<file path="config.mk">
export PLATFORM = sky130hd
export DESIGN_NAME = fp_sqrt128_arb
export DESIGN_NICKNAME = d
export VERILOG_FILES = /design/src/rtl/fp_sqrt128_arb.sv
export SDC_FILE = /design/constraint.sdc
export NUM_CORES = 1
export LEC_CHECK = 0
export ABC_AREA = 1
export BUFFER_PORTS_ARGS = -buffer_cell sky130_fd_sc_hd__buf_4
export CORE_AREA = 2 2 362 364
export DETAILED_ROUTE_END_ITERATION = 6
export DIE_AREA = 0 0 364 366
export GPL_ROUTABILITY_DRIVEN = 1
export PLACE_DENSITY_LB_ADDON = 0.3
export SYNTH_ARGS = -nofsm -noshare
export SYNTH_HDL_FRONTEND = slang
export SYNTH_SLANG_ARGS = --single-unit
</file>
<file path="constraint.sdc">
create_clock -name clk -period 2.7 [get_ports clk]
set_input_delay 0.405 -clock clk [delete_from_list [all_inputs] [get_ports clk]]
set_output_delay 0.405 -clock clk [all_outputs]
set_load 0.02 [all_outputs]
</file>
<file path="src/rtl/fp_sqrt128_arb.sv">
// fp_sqrt128_arb: round-robin arbiter sharing one iterative 128-bit FP square-root core among NREQ requesters.
// Define FP_SQRT_ARB_TIMEOUT_EN to enable the WAIT-state watchdog (qNaN + rsp_err abort after TMO cycles).
module fp_sqrt128_arb #(
  parameter int NREQ   = 4,
  parameter int MINLAT = 4,
  parameter int TMO    = 255,
  localparam int IDW   = $clog2(NREQ)
) (
  input  logic                clk,
  input  logic                rst,
  input  logic [NREQ-1:0]     req,
  input  logic [NREQ*128-1:0] req_a,
  input  logic [NREQ*3-1:0]   req_rm,
  output logic [NREQ-1:0]     gnt,
  output logic                sq_ld,
  output logic [127:0]        sq_a,
  output logic [2:0]          sq_rm,
  input  logic                sq_done,
  input  logic [127:0]        sq_o,
  input  logic                sq_inf,
  input  logic                sq_neg,
  output logic                rsp_vld,
  output logic [IDW-1:0]      rsp_id,
  output logic [127:0]        rsp_o,
  output logic                rsp_inf,
  output logic                rsp_neg,
  output logic                rsp_err,
  input  logic                rsp_rdy,
  output logic                busy
);
  typedef enum logic [1:0] {IDLE, LAUNCH, WAIT, RESP} state_t;

`ifdef FP_SQRT_ARB_TIMEOUT_EN
  localparam bit           TIMEOUT_EN = 1'b1;
  localparam logic [127:0] QNAN       = 128'h7FFF_8000_0000_0000_0000_0000_0000_0000;
`else
  localparam bit           TIMEOUT_EN = 1'b0;
`endif
  localparam logic [7:0] MINLAT_C = 8'(MINLAT);
  localparam logic [7:0] TMO_C    = 8'(TMO);
  // The latency counter only needs to reach the largest threshold it is compared against.
  localparam logic [7:0] SAT_C    = TIMEOUT_EN ? TMO_C : MINLAT_C;

  state_t         state_q, state_d;
  logic [IDW-1:0] rr_q, rr_d;
  logic [IDW-1:0] id_q, id_d;
  logic [127:0]   a_q, a_d;
  logic [2:0]     rm_q, rm_d;
  logic [7:0]     cnt_q, cnt_d;
  logic           rsp_vld_q, rsp_vld_d;
  logic [127:0]   rsp_o_q, rsp_o_d;
  logic           rsp_inf_q, rsp_inf_d;
  logic           rsp_neg_q, rsp_neg_d;
`ifdef FP_SQRT_ARB_TIMEOUT_EN
  logic           rsp_err_q, rsp_err_d;
`endif

  logic           found;
  logic [IDW-1:0] sel_id;

  // First requester at or after the round-robin pointer, wrapping.
  always_comb begin
    int idx;
    idx    = 0;
    found  = 1'b0;
    sel_id = '0;
    for (int i = 0; i < NREQ; i++) begin
      idx = int'(rr_q) + i;
      if (idx >= NREQ) idx = idx - NREQ;
      if (!found && req[idx]) begin
        found  = 1'b1;
        sel_id = IDW'(idx);
      end
    end
  end

  for (genvar gi = 0; gi < NREQ; gi++) begin : g_gnt
    assign gnt[gi] = (state_q == IDLE) && found && !rst && (sel_id == IDW'(gi));
  end

  always_comb begin
    state_d   = state_q;
    rr_d      = rr_q;
    id_d      = id_q;
    a_d       = a_q;
    rm_d      = rm_q;
    cnt_d     = cnt_q;
    rsp_vld_d = rsp_vld_q;
    rsp_o_d   = rsp_o_q;
    rsp_inf_d = rsp_inf_q;
    rsp_neg_d = rsp_neg_q;
`ifdef FP_SQRT_ARB_TIMEOUT_EN
    rsp_err_d = rsp_err_q;
`endif
    case (state_q)
      IDLE: begin
        if (found) begin
          id_d    = sel_id;
          a_d     = req_a[int'(sel_id)*128 +: 128];
          rm_d    = req_rm[int'(sel_id)*3 +: 3];
          rr_d    = (sel_id == IDW'(NREQ-1)) ? '0 : sel_id + IDW'(1);
          state_d = LAUNCH;
        end
      end
      LAUNCH: begin
        cnt_d   = '0;
        state_d = WAIT;
      end
      WAIT: begin
        // A done seen before MINLAT may be the level left over from the previous operation.
        if (sq_done && (cnt_q >= MINLAT_C)) begin
          rsp_o_d   = sq_o;
          rsp_inf_d = sq_inf;
          rsp_neg_d = sq_neg;
          rsp_vld_d = 1'b1;
`ifdef FP_SQRT_ARB_TIMEOUT_EN
          rsp_err_d = 1'b0;
`endif
          state_d   = RESP;
        end
`ifdef FP_SQRT_ARB_TIMEOUT_EN
        else if (cnt_q >= TMO_C) begin
          rsp_o_d   = QNAN;
          rsp_inf_d = 1'b0;
          rsp_neg_d = 1'b0;
          rsp_err_d = 1'b1;
          rsp_vld_d = 1'b1;
          state_d   = RESP;
        end
`endif
        else if (cnt_q < SAT_C) begin
          cnt_d = cnt_q + 8'd1;
        end
      end
      RESP: begin
        if (rsp_rdy) begin
          rsp_vld_d = 1'b0;
          state_d   = IDLE;
        end
      end
      default: state_d = IDLE;
    endcase
  end

  always_ff @(posedge clk) begin
    if (rst) begin
      state_q   <= IDLE;
      rr_q      <= '0;
      id_q      <= '0;
      a_q       <= '0;
      rm_q      <= '0;
      cnt_q     <= '0;
      rsp_vld_q <= 1'b0;
      rsp_o_q   <= '0;
      rsp_inf_q <= 1'b0;
      rsp_neg_q <= 1'b0;
    end else begin
      state_q   <= state_d;
      rr_q      <= rr_d;
      id_q      <= id_d;
      a_q       <= a_d;
      rm_q      <= rm_d;
      cnt_q     <= cnt_d;
      rsp_vld_q <= rsp_vld_d;
      rsp_o_q   <= rsp_o_d;
      rsp_inf_q <= rsp_inf_d;
      rsp_neg_q <= rsp_neg_d;
    end
  end

`ifdef FP_SQRT_ARB_TIMEOUT_EN
  always_ff @(posedge clk) begin
    if (rst) rsp_err_q <= 1'b0;
    else     rsp_err_q <= rsp_err_d;
  end
  assign rsp_err = rsp_err_q;
`else
  assign rsp_err = 1'b0;
`endif

  assign sq_ld   = (state_q == LAUNCH);
  assign sq_a    = a_q;
  assign sq_rm   = rm_q;
  assign rsp_vld = rsp_vld_q;
  assign rsp_id  = id_q;
  assign rsp_o   = rsp_o_q;
  assign rsp_inf = rsp_inf_q;
  assign rsp_neg = rsp_neg_q;
  assign busy    = (state_q != IDLE);
endmodule

</file>
==> impl_metrics.tcl <==
set metrics [dict create \
    outcome "finished, violations left" \
    violations "setup timing" \
    dpl.hpwl_um 77170 \
    syn2layout_area_growth_pct 69.17 \
    die-area_sq_mm 0.1332 \
    critical_path.startpoint_type "flip-flop" \
    multi_input_area_sq_mm 0.008000 \
    p_sw_w 0.01576 \
    min-delay-start "sq_o[79]" \
    hold_end "rsp_o[79]$_SDFFE_PP0P_" \
    fmax_ghz 0.3516 \
    cts_sinks 276 \
    synthFlopType "dfxtp_1" \
    regArea_sq_mm 0.005530 \
    vias 20150 \
    yosysWarnings 0 \
    crit_arrival_ns 2.44 \
    power.internal_w 0.01531 \
    slowest_stage "dfxtp_4" \
    worst_pin_slew_ns 0.8148 \
    ctsHtreeMaxLevel 2 \
    hold_path.class "input pin to flip-flop" \
    slew_headroom 0.4568 \
    maxSlewViolCount 0 \
    fillCellCount 14880 \
    drtIter0Drc 1194 \
    synth_cell_types 28 \
    ys_ff_latch 276 \
    root_buffer "clkbuf_16" \
    r2r_cells 13 \
    p_leak_nw 13.99 \
    drive_above_1_share 0.3182 \
    synth-edff-count 0 \
    ir_worst_vdd_uv 774.3 \
    crit_type "flip-flop to output port" \
    die_h_um 366 \
    timing.hold.worst_path_depth 3 \
    grt_max_degree 129 \
    clk_latency_ns 0.59 \
    clk_pin_slew_ns 0.06 \
    fp.dieW_um 364 \
    finalCriticalPeriod_ns 2.844 \
    drt-pass1-iter-count 5 \
    fin_nets 4224 \
    hold_buffers 0 \
    rr_startpoint "rr_q[0]$_SDFFE_PP0P_" \
    start_util 0.1226 \
    postRouteAntennaNets 0 \
    grt_setup_unrepaired "true" \
    cts_tree "done" \
    ys_seq_area_frac 0.3495 \
    gp_congestion 0.9044 \
    reg2reg_setup_slack_ns 0.24 \
    worst_setup_path_end_kind "output port" \
    clock_skew_ns 0.03008 \
    antenna_found_initial 44 \
    clk_path_buf_depth 3 \
    fin_ws_ns -0.1440 \
    async_flop_share 0 \
    synthesis.area_sq_mm 0.01581 \
    route.detailed.wl_per_inst_um 18.57 \
    p_per_area_mw_per_mm2 1162 \
    grt_pass1_wl_um 135200 \
    r2r-end "sq_a[27]$_SDFFE_PP0P_" \
    period_share 1.053 \
    path_cells "buf_6 -> nand2_2 -> nand2_2 -> buf_4 -> nand2_1 -> o21ai_1 -> nand3_2 -> nand3_2 -> nand2_4 -> inv_4 -> buf_12 -> ha_4 -> inv_2 -> nor2_2 -> buf_6" \
    routed_via_density 3.782 \
    synth_cells 2677 \
    drv_cap 0 \
    drcViolationCount 0 \
    core_area_sq_mm 0.1290 \
    clkPwrFrac 0.173 \
    overflow 0 \
    switching_share 0.5073 \
    core.rowCount 132 \
    port_buffers 931 \
    comb_power_share 0.651 \
    synth_nets 3349 \
    final-hold-violation-count 0 \
    critPathMaxStageDelay_ns 0.41 \
    io_pins 933 \
    cp_max_fo 6 \
    syn_avg_cell_area_sq_um 5.905 \
    wirelength_um 98920 \
    totalPowerFinal_w 0.03107 \
    cts_buffers 39 \
    seqPwrFrac 0.175 \
    grt_usage 0.1395 \
    setup_violations 4 \
    worst_ep_required_time_ns 2.30 \
    first_global_vias 19030 \
    post-place-ws_ns 0.03621 \
]
==> power groups by stage <==
stage               logic, W  registers [W]  clock network [W]
floorplan             0.0102        0.00637                  0
global placement      0.0197        0.00550                  0
detailed placement    0.0197        0.00551                  0
CTS                   0.0202        0.00544            0.00564
global route          0.0224        0.00555            0.00576
finish                0.0202        0.00545            0.00539
==> cell usage in the layout (no fill, tap or decap), types with 6 or more instances in the layout <==
master	n
a21oi_1	136
buf_12	26
buf_4	992
buf_6	7
clkbuf_1	12
clkbuf_16	40
clkinv_2	6
dfxtp_1	274
diode_2	6
ha_1	6
inv_1	416
inv_2	7
nand2_1	865
nand2_2	15
nand2_4	9
nand3_1	164
nand4_1	130
nor2_1	236
o21ai_0	162
o21ai_1	32
==> layout make-up <==
cell class / count / area share
Multi-Input combinational cell: 1780 / 0.2991
Inverter: 428 / 0.06110
Clock inverter: 14 / 0.007860
Antenna cell: 6 / 0.0005614
Sequential cell: 276 / 0.2068
Tap cell: 1742 / 0.08150
Clock buffer: 55 / 0.04023
Timing Repair Buffer: 1027 / 0.3028
==> worst max path at each step <==
| stage | from | to | cells past startpoint |
|---|---|---|---|
| 5_1_grt | rr_q[0]$_SDFFE_PP0P_ | gnt[1] | 13 |
| 3_5_place_dp | rr_q[0]$_SDFFE_PP0P_ | sq_a[127]$_SDFFE_PP0P_ | 14 |
| 6_report | rr_q[0]$_SDFFE_PP0P_ | gnt[2] | 15 |
| 4_1_cts | rr_q[0]$_SDFFE_PP0P_ | gnt[0] | 13 |
| 2_1_floorplan | rr_q[0]$_SDFFE_PP0P_ | gnt[1] | 15 |
| 3_3_place_gp | rr_q[0]$_SDFFE_PP0P_ | sq_a[127]$_SDFFE_PP0P_ | 14 |
==> Yosys cell counts, types with 2 or more instances <==
library cell  number  area, sq um
nor2_1           240        900.9
a211oi_1           3        22.52
o21ai_0          163        815.8
clkbuf_1          94        352.8
inv_2              4        15.01
nand3_1          170        850.8
nand2_2            5        31.28
nand4_1          130        813.3
buf_1             18        67.56
buf_2             64        320.3
buf_4             14        105.1
inv_1            422         1584
ha_1              10        125.1
buf_6              3        33.78
o21ai_1           31        155.2
dfxtp_1          276         5525
nand2_1          883         3314
a21oi_1          136        680.7
nor3_1             2        10.01
==> metal layers <==
layer  part of all wire  vias to the layer above  global-route usage
li1                   -                    10030                   -
met1               0.40                     9170              0.1652
met2               0.48                      765              0.2436
met3              0.083                      165             0.04093
met4              0.027                       20             0.03591
met5             0.0014                        -                   0
==> flip-flops by register name, indices dropped and copies added (netlist names) <==
| name | flops |
|---|---|
| rr_q | 2 |
| rsp_id | 2 |
| rsp_inf | 1 |
| rsp_o | 128 |
| sq_a | 128 |
| rsp_vld | 1 |
| state_q | 2 |
| cnt_q | 8 |
| sq_rm | 3 |
| rsp_neg | 1 |
==> stage by stage <==
| step | utilization | std cells | instance area, sq um | hold WS (ns) | TNS, ns |
|---|---|---|---|---|---|
| after floorplan | - | 2677 | 15810 | 0.4190 | 0 |
| final | 0.2073 | 5328 | 26740 | 0.08915 | -0.5116 |
| after global routing | 0.2073 | 5326 | 26740 | 0.06273 | -1.176 |
| after detailed placement | 0.1947 | 5238 | 25110 | 0.4297 | 0 |
| after CTS | 0.2061 | 5319 | 26580 | 0.02659 | -0.8880 |
| after global placement | 0.1947 | 5238 | 25110 | 0.4273 | 0 |
==> worst max-delay path: cells and delay by family (launching register included) <==
family          cells  cell delay, ns
flops               1            0.41
buf+inv             6            0.65
fa+ha+maj           1            0.12
compound gates      1            0.08
simple gates        7            0.57
==> what timing repair did <==
item / 4_1_cts / 5_1_grt
endpoints found under the setup margin: 6 / 28
setup buffers: 12 / 2
pin swaps: 18 / 9
gates cloned: 0 / 1
resized for setup: 31 / 27
==> cell families after synthesis <==
logic type / synth area share
AO/OA/AOI/OAI: 0.1071
buffers and inverters: 0.1576
flip-flops: 0.3495
other: 0.0002372
AND/OR/NAND/NOR: 0.3777
adder cells (fa/ha/maj): 0.007915
No activity file was read; power rests on OpenSTA's default activity.
